[src/rtl/fetch_control_if.sv]
// Bundle between the fetch control stage and its neighbours (PC register, imem, hazard unit, IF/ID consumer).
interface fetch_control_if #(
  parameter int unsigned MSB = 32
);
  logic [MSB-1:0] i_pc;
  logic [MSB-1:0] i_instr;
  logic           i_run;
  logic           i_mode_step;
  logic           i_step;
  logic           i_stall;
  logic           i_redirect;
  logic [MSB-1:0] i_redirect_target;
  logic [MSB-1:0] o_next_pc;
  logic           o_hold_pc;
  logic [MSB-1:0] o_instr_id;
  logic [MSB-1:0] o_pc4_id;
  logic           o_valid_id;
  logic           o_halted;
  logic [31:0]    o_fetch_count;

  // Environment side: drives PC, instruction and control requests.
  modport master (
    output i_pc, i_instr, i_run, i_mode_step, i_step, i_stall, i_redirect, i_redirect_target,
    input  o_next_pc, o_hold_pc, o_instr_id, o_pc4_id, o_valid_id, o_halted, o_fetch_count
  );

  // Fetch control side.
  modport slave (
    input  i_pc, i_instr, i_run, i_mode_step, i_step, i_stall, i_redirect, i_redirect_target,
    output o_next_pc, o_hold_pc, o_instr_id, o_pc4_id, o_valid_id, o_halted, o_fetch_count
  );
endinterface

[src/rtl/fetch_control.sv]
// Instruction-fetch control: drives PC next/hold, owns the IF/ID latch and stops on a HALT word.
// Optional macro FETCH_COUNT_EN builds the fetched-instruction counter; otherwise it reads 0.
module fetch_control #(
  parameter int unsigned    MSB       = 32,
  parameter logic [MSB-1:0] HALT_WORD = MSB'(32'hFFFF_FFFF),
  parameter logic [MSB-1:0] NOP_WORD  = MSB'(32'h0000_0000)
) (
  input logic             i_clk,
  input logic             i_rst,
  fetch_control_if.slave  bus
);

  localparam int unsigned CNT_W = 32;

  localparam logic [1:0] S_IDLE = 2'd0;
  localparam logic [1:0] S_RUN  = 2'd1;
  localparam logic [1:0] S_STEP = 2'd2;
  localparam logic [1:0] S_HALT = 2'd3;

  logic [1:0]     state, state_nx;
  logic           pend, pend_nx;
  logic [MSB-1:0] instr_q, instr_nx;
  logic [MSB-1:0] pc4_q, pc4_nx;
  logic           valid_q, valid_nx;
  logic           halted_q, halted_nx;
  logic           advance;
  logic           halt_cap;
  logic [MSB-1:0] pc_plus4;

  assign pc_plus4 = bus.i_pc + MSB'(4);

  // Next-state, advance decision and IF/ID next values.
  always_comb begin
    state_nx  = state;
    pend_nx   = 1'b0;
    instr_nx  = NOP_WORD;
    pc4_nx    = pc4_q;
    valid_nx  = 1'b0;
    halted_nx = halted_q;
    advance   = 1'b0;
    halt_cap  = 1'b0;

    case (state)
      S_IDLE: begin
        if (bus.i_run) state_nx = bus.i_mode_step ? S_STEP : S_RUN;
      end
      S_RUN: begin
        advance = !bus.i_stall || bus.i_redirect;
      end
      S_STEP: begin
        // A redirect only counts once a step is pending; a second step while pending is dropped.
        advance = pend && (!bus.i_stall || bus.i_redirect);
        pend_nx = pend ? !advance : bus.i_step;
      end
      default: ;
    endcase

    halt_cap = advance && !bus.i_redirect && (bus.i_instr == HALT_WORD);

    if (advance) begin
      pc4_nx = pc_plus4;
      if (!bus.i_redirect) begin
        instr_nx = bus.i_instr;
        valid_nx = 1'b1;
      end
    end else if (state == S_RUN || (state == S_STEP && pend)) begin
      // Stalled fetch: IF/ID keeps its entry.
      instr_nx = instr_q;
      valid_nx = valid_q;
    end

    if (halt_cap) begin
      state_nx  = S_HALT;
      halted_nx = 1'b1;
    end
  end

  always_ff @(posedge i_clk or posedge i_rst) begin
    if (i_rst) begin
      state    <= S_IDLE;
      pend     <= 1'b0;
      instr_q  <= NOP_WORD;
      pc4_q    <= '0;
      valid_q  <= 1'b0;
      halted_q <= 1'b0;
    end else begin
      state    <= state_nx;
      pend     <= pend_nx;
      instr_q  <= instr_nx;
      pc4_q    <= pc4_nx;
      valid_q  <= valid_nx;
      halted_q <= halted_nx;
    end
  end

  // PC control is combinational so the PC register updates on the next edge.
  assign bus.o_next_pc  = bus.i_redirect ? bus.i_redirect_target : pc_plus4;
  assign bus.o_hold_pc  = !advance || halt_cap;
  assign bus.o_instr_id = instr_q;
  assign bus.o_pc4_id   = pc4_q;
  assign bus.o_valid_id = valid_q;
  assign bus.o_halted   = halted_q;

`ifdef FETCH_COUNT_EN
  logic [CNT_W-1:0] count_q;

  // Counts every valid IF/ID capture, the HALT word included.
  always_ff @(posedge i_clk or posedge i_rst) begin
    if (i_rst)                           count_q <= '0;
    else if (advance && !bus.i_redirect) count_q <= count_q + CNT_W'(1);
  end

  assign bus.o_fetch_count = count_q;
`else
  assign bus.o_fetch_count = CNT_W'(0);
`endif

endmodule

[src/flat_wrapper.sv]
// flat-port wrapper written by rule: the top's interface ports become plain ports
module fetch_control_flat 
#(
  parameter int unsigned    MSB       = 32,
  parameter logic [MSB-1:0] HALT_WORD = MSB'(32'hFFFF_FFFF),
  parameter logic [MSB-1:0] NOP_WORD  = MSB'(32'h0000_0000)
)
  (i_clk, i_rst, bus_i_pc, bus_i_instr, bus_i_run, bus_i_mode_step, bus_i_step, bus_i_stall, bus_i_redirect, bus_i_redirect_target, bus_o_next_pc, bus_o_hold_pc, bus_o_instr_id, bus_o_pc4_id, bus_o_valid_id, bus_o_halted, bus_o_fetch_count);
  fetch_control_if #(.MSB(MSB)) bus_i ();
  input logic i_clk;
  input logic i_rst;
  input wire logic [$bits(bus_i.i_pc)-1:0] bus_i_pc;
  input wire logic [$bits(bus_i.i_instr)-1:0] bus_i_instr;
  input wire logic [$bits(bus_i.i_run)-1:0] bus_i_run;
  input wire logic [$bits(bus_i.i_mode_step)-1:0] bus_i_mode_step;
  input wire logic [$bits(bus_i.i_step)-1:0] bus_i_step;
  input wire logic [$bits(bus_i.i_stall)-1:0] bus_i_stall;
  input wire logic [$bits(bus_i.i_redirect)-1:0] bus_i_redirect;
  input wire logic [$bits(bus_i.i_redirect_target)-1:0] bus_i_redirect_target;
  output wire logic [$bits(bus_i.o_next_pc)-1:0] bus_o_next_pc;
  output wire logic [$bits(bus_i.o_hold_pc)-1:0] bus_o_hold_pc;
  output wire logic [$bits(bus_i.o_instr_id)-1:0] bus_o_instr_id;
  output wire logic [$bits(bus_i.o_pc4_id)-1:0] bus_o_pc4_id;
  output wire logic [$bits(bus_i.o_valid_id)-1:0] bus_o_valid_id;
  output wire logic [$bits(bus_i.o_halted)-1:0] bus_o_halted;
  output wire logic [$bits(bus_i.o_fetch_count)-1:0] bus_o_fetch_count;
  assign bus_i.i_pc = bus_i_pc;
  assign bus_i.i_instr = bus_i_instr;
  assign bus_i.i_run = bus_i_run;
  assign bus_i.i_mode_step = bus_i_mode_step;
  assign bus_i.i_step = bus_i_step;
  assign bus_i.i_stall = bus_i_stall;
  assign bus_i.i_redirect = bus_i_redirect;
  assign bus_i.i_redirect_target = bus_i_redirect_target;
  assign bus_o_next_pc = bus_i.o_next_pc;
  assign bus_o_hold_pc = bus_i.o_hold_pc;
  assign bus_o_instr_id = bus_i.o_instr_id;
  assign bus_o_pc4_id = bus_i.o_pc4_id;
  assign bus_o_valid_id = bus_i.o_valid_id;
  assign bus_o_halted = bus_i.o_halted;
  assign bus_o_fetch_count = bus_i.o_fetch_count;
  fetch_control #(.MSB(MSB), .HALT_WORD(HALT_WORD), .NOP_WORD(NOP_WORD)) u_core (.i_clk(i_clk), .i_rst(i_rst), .bus(bus_i));
endmodule
[config.mk]
export PLATFORM = sky130hd
export DESIGN_NAME = fetch_control_flat
export DESIGN_NICKNAME = d
export VERILOG_FILES = /design/src/rtl/fetch_control_if.sv /design/src/rtl/fetch_control.sv /design/src/flat_wrapper.sv
export SDC_FILE = /design/constraint.sdc
export NUM_CORES = 1
export LEC_CHECK = 0
export CORE_MARGIN = 2
export CORE_UTILIZATION = 34
export DETAILED_ROUTE_END_ITERATION = 16
export PLACE_DENSITY = 0.89
export SETUP_SLACK_MARGIN = 0.02
export SLEW_MARGIN = 30
export SYNTH_ARGS = -nofsm -noshare
export SYNTH_HDL_FRONTEND = slang
export SYNTH_SLANG_ARGS = --single-unit
[constraint.sdc]
create_clock -name i_clk -period 2.3 [get_ports i_clk]
set_input_delay 0.46 -clock i_clk [delete_from_list [all_inputs] [get_ports i_clk]]
set_output_delay 0.46 -clock i_clk [all_outputs]
set_load 0.01 [all_outputs]
==> results.sh, run 1 <==
export IMPL_status="finished with violations"
export IMPL_violations="negative setup slack"
export IMPL_fill_cells=833
export IMPL_core_area_um2=10900
export IMPL_clock_latency_ns=0.34
export IMPL_synthTopCellsByArea="dfrtp_1 45%, mux2_2 15%, a22o_1 7.4%"
export IMPL_slew_headroom=0.597
export IMPL_die_h_um=110
export IMPL_vias_per_cell=4.98
export IMPL_drt_total_wl_mm=14.1
export IMPL_ant_nets=0
export IMPL_cp_buffers_inverters=4
export IMPL_path_clk_slew_ns=0.08
export IMPL_tns_ns=-1.78
export IMPL_final_area_um2=7130
export IMPL_power_density_nw_per_um2=835
export IMPL_path_max_fanout=5
export IMPL_nets=724
export IMPL_cts_sinks=69
export IMPL_clock_path_buffers=2
export IMPL_synth_cell_type_count=33
export IMPL_htree_levels=3
export IMPL_grt_usage=0.224
export IMPL_slew_violations=0
export IMPL_post_dp_hpwl_mm=9.74
export IMPL_io_pin_count=234
export IMPL_worstSetupPathType="input pin to output pin"
export IMPL_grt_max_degree=47
export IMPL_area_growth_pct=87.0
export IMPL_holdWs_ns=0.465
export IMPL_detail_route_drc_violations=0
export IMPL_path_cells="buf_8, nand4_4, nor4_4, buf_6, buf_6, nand4_1, xnor2_2, mux2_4, buf_6"
export IMPL_hp_class="register to register"
export IMPL_ys_ff_latch=69
export IMPL_gp_congestion=0.841
export IMPL_row_count=38
export IMPL_p_leak_nw=3.28
export IMPL_yosysTopAreaCell="dfrtp_1"
export IMPL_finalWorstSetupSlack_ns=-0.217
export IMPL_ys_seq_area_frac=0.453
export IMPL_port_buffers=201
export IMPL_layout_common_cells="128 x clkdlybuf4s50_1, 77 x buf_4, 69 x dfrtp_1, 41 x mux2_2"
export IMPL_final_util=0.655
export IMPL_peakVddDrop_uv=528
export IMPL_drv_cap=0
export IMPL_syn_area_per_cell_um2=11.4
export IMPL_cp_top_family="simple AND/OR/NAND/NOR gates"
export IMPL_cts_buffers=9
export IMPL_fmax_mhz=397
export IMPL_critPathRequiredTime_ns=1.84
export IMPL_layout_drive_gt1_share=0.405
export IMPL_cp_arrival_ns=2.06
export IMPL_antenna_found_initial=0
export IMPL_cp_slowest_cell="nor4_4"
export IMPL_finalNonFillerCells=762
export IMPL_overflow=0
export IMPL_die_x_um=110
export IMPL_start_util=0.350
export IMPL_layout_min_cycle_time_ns=2.52
export IMPL_worstSetupStartpointType="input pin"
export IMPL_dieArea_um2=12100
export IMPL_final_common_cell="clkdlybuf4s50_1"
export IMPL_path_common_cell="buf_6"
export IMPL_drtIter0Drc=115
export IMPL_grt_pass1_wl_mm=20.4
export IMPL_firstDrtPassIters=4
export IMPL_final_hold_viol_count=0
export IMPL_regArea_um2=1730
export IMPL_setup_worst_path_end_class="output pin"
export IMPL_post_place_cells=723
export IMPL_yosysWarnings=0
export IMPL_num_antenna_cells=0
export IMPL_slowest_delay_ns=0.40
export IMPL_rsz0062_at_grt="true"
export IMPL_syn_inst=335
export IMPL_hold_buffers=0
export IMPL_setup_violations=15
export IMPL_tightest_slew_ns=0.605
export IMPL_wl_per_cell_um=18.4
export IMPL_cts_root_buf="clkbuf_8"
export IMPL_synth_area_um2=3810
export IMPL_placed_cell_area_um2=6320
export IMPL_multi_input_area_um2=2300
export IMPL_finClkSkew_ns=0.00892
export IMPL_grt_pass1_vias=3992
export IMPL_fin_crit_sh=1.09
export IMPL_regToRegSetupSlack_ns=0.27
export IMPL_cts_tree="built"
export IMPL_vias=3791
export IMPL_synth_top_area_share=0.453
[cells by family (layout without fill, tap and decap cells)]
group,count (synthesis),in the layout,synth area share
other,1,32,0.000984
flip-flops,69,69,0.453
AO/OA/AOI/OAI,44,44,0.0899
AND/OR/NAND/NOR,73,73,0.120
adder cells (fa/ha/maj),4,4,0.0131
XOR/XNOR,28,28,0.0643
multiplexers,58,58,0.169
buffers and inverters,58,314,0.0893
[what timing repair did]
| action | in CTS | in global routing |
|---|---|---|
| gates resized for setup | 273 | 37 |
| buffers inserted | 17 | 7 |
| endpoints found under the setup margin | 31 | 28 |
| pin swaps | 39 | 23 |
| hold endpoints to repair | 0 | 0 |
[state kept, by name, indices dropped and copies added, names as in the netlist]
| name | count |
|---|---|
| u_core.bus.o_halted | 1 |
| u_core.bus.o_instr_id | 32 |
| u_core.bus.o_pc4_id | 32 |
| u_core.bus.o_valid_id | 1 |
| u_core.pend | 1 |
| u_core.state | 2 |
[area by class of cell]
| type | count | area share |
|---|---|---|
| Sequential cell | 69 | 0.242 |
| Clock inverter | 5 | 0.0149 |
| Tap cell | 140 | 0.0246 |
| Timing Repair Buffer | 287 | 0.371 |
| Clock buffer | 11 | 0.0198 |
| Multi-Input combinational cell | 239 | 0.322 |
| Inverter | 11 | 0.00579 |
[layer usage]
metal / track usage / up-vias / share of wire
li1: - / 1700 / -
met1: 0.242 / 1875 / 0.36
met2: 0.410 / 174 / 0.55
met3: 0.0462 / 42 / 0.055
met4: 0.110 / 0 / 0.036
met5: 0 / - / 0
[synth_stat cells, drive strengths merged]
| library cell | n |
|---|---|
| nor4 | 5 |
| nand3b | 1 |
| nand3 | 14 |
| nor3 | 1 |
| ha | 4 |
| xor2 | 13 |
| dfrtp | 69 |
| xnor2 | 15 |
| mux2i | 6 |
| nand2 | 16 |
| o21ai | 8 |
| buf | 36 |
| a21oi | 3 |
| a21o | 1 |
| nand2b | 3 |
| mux2 | 52 |
| nand4 | 15 |
| and2 | 3 |
| clkbuf | 11 |
| inv | 11 |
| and4 | 2 |
| and3 | 7 |
| nor2 | 5 |
| nor4b | 1 |
| a22o | 32 |
| conb | 1 |
[through the flow]
step / worst slack, ns / total power, mW
after detailed placement: -1.07 / 4.57
after global routing: -0.309 / 6.23
final: -0.217 / 5.95
after global placement: -0.967 / 4.46
after CTS: -0.208 / 5.91
after floorplan: 0.100 / 3.07
[final timing paths]
kind                                     start                       to  depth (start not counted)
hold reg to reg            u_core.bus.o_halted      u_core.bus.o_halted                          1
min in group asynchronous                i_rst  u_core.bus.o_pc4_id[28]                          3
max in group asynchronous                i_rst   u_core.bus.o_pc4_id[8]                          3
setup / recovery                   bus_i_pc[6]        bus_o_next_pc[25]                          9
setup reg to reg               u_core.state[1]  u_core.bus.o_pc4_id[17]                          6
hold / removal             u_core.bus.o_halted      u_core.bus.o_halted                          1
[where the power goes]
part / internal (mW) / switching [mW] / total (mW)
Combinational: 1.60 / 1.23 / 2.83
Clock: 0.755 / 0.499 / 1.25
Sequential: 1.62 / 0.241 / 1.86
Power figures use the tool's default switching activity.
==> run 2, diff against run 1 <==
GPL_TIMING_DRIVEN = 0   (was unset)
TNS_END_PERCENT = 5   (was unset)
==> run 2 against run 1 <==
Compared with the run above: the flow still finishes with violations (negative setup slack); hold slack worse by 0.12 ns; die area unchanged; cell area down 5.1%; non-clock buffer count down 20; global-route usage down 1.3 points; utilization down 3.3 points; largest cell class unchanged; largest power group unchanged.
==> results.sh, run 2 (same netlist as run 1, synthesis figures left out) <==
export IMPL_power_switching_mw=1.92
export IMPL_post_dp_hpwl_mm=9.60
export IMPL_clock_path_buffers=2
export IMPL_row_count=38
export IMPL_path_max_fanout=7
export IMPL_io_pin_count=234
export IMPL_slew_violations=0
export IMPL_slew_headroom=0.666
export IMPL_setup_worst_path_end_class="output pin"
export IMPL_layout_common_cells="149 x clkdlybuf4s50_1, 69 x dfrtp_1, 51 x buf_4, 49 x mux2_2"
export IMPL_final_util=0.622
export IMPL_num_antenna_cells=0
export IMPL_drtIter0Drc=114
export IMPL_tightest_slew_ns=0.501
export IMPL_worstSetupPathType="input pin to output pin"
export IMPL_wl_per_cell_um=17.5
export IMPL_grt_pass1_vias=3707
export IMPL_detail_route_drc_violations=0
export IMPL_violations="negative setup slack"
export IMPL_gp_congestion=0.839
export IMPL_dieArea_um2=12100
export IMPL_rsz0062_at_grt="true"
export IMPL_die_x_um=110
export IMPL_path_clk_slew_ns=0.08
export IMPL_ant_nets=0
export IMPL_cts_root_buf="clkbuf_8"
export IMPL_vias_per_cell=4.74
export IMPL_finClkSkew_ns=0.00753
export IMPL_critPathRequiredTime_ns=1.84
export IMPL_regToRegSetupSlack_ns=0.27
export IMPL_cts_tree="built"
export IMPL_fin_crit_sh=1.07
export IMPL_layout_drive_gt1_share=0.347
export IMPL_vias=3516
export IMPL_setup_violations=20
export IMPL_start_util=0.350
export IMPL_drv_cap=0
export IMPL_final_hold_viol_count=0
export IMPL_p_int_mw=3.82
export IMPL_seqPwrFrac=0.323
export IMPL_grt_max_degree=42
export IMPL_overflow=0
export IMPL_peakVddDrop_uv=452
export IMPL_antenna_found_initial=0
export IMPL_comb_power_share=0.475
export IMPL_hp_class="input pin to register"
export IMPL_fmax_mhz=407
export IMPL_final_common_cell="clkdlybuf4s50_1"
export IMPL_area_growth_pct=77.6
export IMPL_drt_total_wl_mm=13.0
export IMPL_holdWs_ns=0.347
export IMPL_hold_buffers=0
export IMPL_core_area_um2=10900
export IMPL_grt_pass1_wl_mm=19.1
export IMPL_clock_latency_ns=0.35
export IMPL_port_buffers=200
export IMPL_cts_buffers=9
export IMPL_power_density_nw_per_um2=847
export IMPL_htree_levels=3
export IMPL_layout_min_cycle_time_ns=2.46
export IMPL_finalWorstSetupSlack_ns=-0.156
export IMPL_cp_arrival_ns=2.00
export IMPL_worstSetupStartpointType="input pin"
export IMPL_clock_power_share=0.202
export IMPL_firstDrtPassIters=4
export IMPL_nets=704
export IMPL_cts_sinks=69
export IMPL_swShare=0.334
export IMPL_status="finished with violations"
export IMPL_die_h_um=110
export IMPL_grt_usage=0.211
export IMPL_p_leak_nw=3.07
## run 2: cell count changes in the layout (fill, tap and decap cells not counted), moves of 3 or more
| cell | previous run | this run |
|---|---|---|
| buf_2 | 15 | 12 |
| buf_4 | 77 | 51 |
| buf_6 | 27 | 18 |
| clkbuf_1 | 1 | 6 |
| clkbuf_2 | 2 | 5 |
| clkdlybuf4s15_1 | 6 | 3 |
| clkdlybuf4s15_2 | 0 | 7 |
| clkdlybuf4s50_1 | 128 | 149 |
| dlygate4sd2_1 | 25 | 7 |
| mux2_2 | 41 | 49 |
| mux2_4 | 11 | 3 |
| nand3_1 | 6 | 9 |
| xor2_1 | 4 | 12 |
| xor2_2 | 9 | 1 |
## run 2: path summary, 6_finish.rpt
path | end | cells after the start | startpoint
setup / recovery | bus_o_next_pc[17] | 10 | bus_i_pc[6]
setup reg to reg | u_core.bus.o_instr_id[7] | 7 | u_core.state[1]
hold / removal | u_core.bus.o_pc4_id[2] | 2 | bus_i_pc[2]
hold reg to reg | u_core.bus.o_halted | 1 | u_core.bus.o_halted
min in group asynchronous | u_core.bus.o_pc4_id[22] | 2 | i_rst
max in group asynchronous | u_core.bus.o_instr_id[15] | 3 | i_rst
## run 2: timing repair
action / in CTS / in global routing
pin swaps: 20 / 12
endpoints found under the setup margin: 44 / 29
gates resized for setup: 237 / 19
gates cloned: 0 / 0
buffers inserted: 19 / 1
## run 2: critical path, stage by stage
cell     delay, ns
buf_8         0.09
nand4_4       0.11
buf_6         0.15
nor4_4        0.22
buf_6         0.18
buf_4         0.14
nand3_2       0.10
xnor2_2       0.15
mux2_2        0.28
buf_6         0.12
## run 2: through the flow
step                cell area (µm²)  setup WS (ns)  setup TNS, ns  instances  power, mW
floorplan                      3930          0.100              0        366       3.07
global placement               6110          -1.33        -109.43        706       4.37
detailed placement             6130          -1.38         -37.44        707       4.47
CTS                            6720         -0.139          -1.36        741       5.72
global route                   6770         -0.211          -3.01        742       6.05
finish                         6770         -0.156          -1.71        742       5.73
## run 2: area by class of cell
type	instances	area, µm²
clock inverters	6	93.8
fillers	875	4120
inverters	11	43.8
well taps	140	175
flip-flops and latches	69	1730
plain buffers	46	319
clock buffers	10	138
multi-input cells	239	2110
repair buffers	221	2160
## run 2: power by group through the flow
stage	sequential (mW)	clock, mW	combinational (mW)
floorplan	2.02	0	1.05
global placement	1.84	0	2.53
detailed placement	1.86	0	2.61
CTS	1.85	1.19	2.69
global route	1.90	1.25	2.90
finish	1.85	1.16	2.72
## run 2: routing by layer
layer  up-vias  GRT usage  routed length [µm]
met2       124      0.384                7140
met1      1712      0.238                4920
met5         -          0                   0
li1       1668          -                   -
met4         0     0.0741                 170
met3        12     0.0492                 724
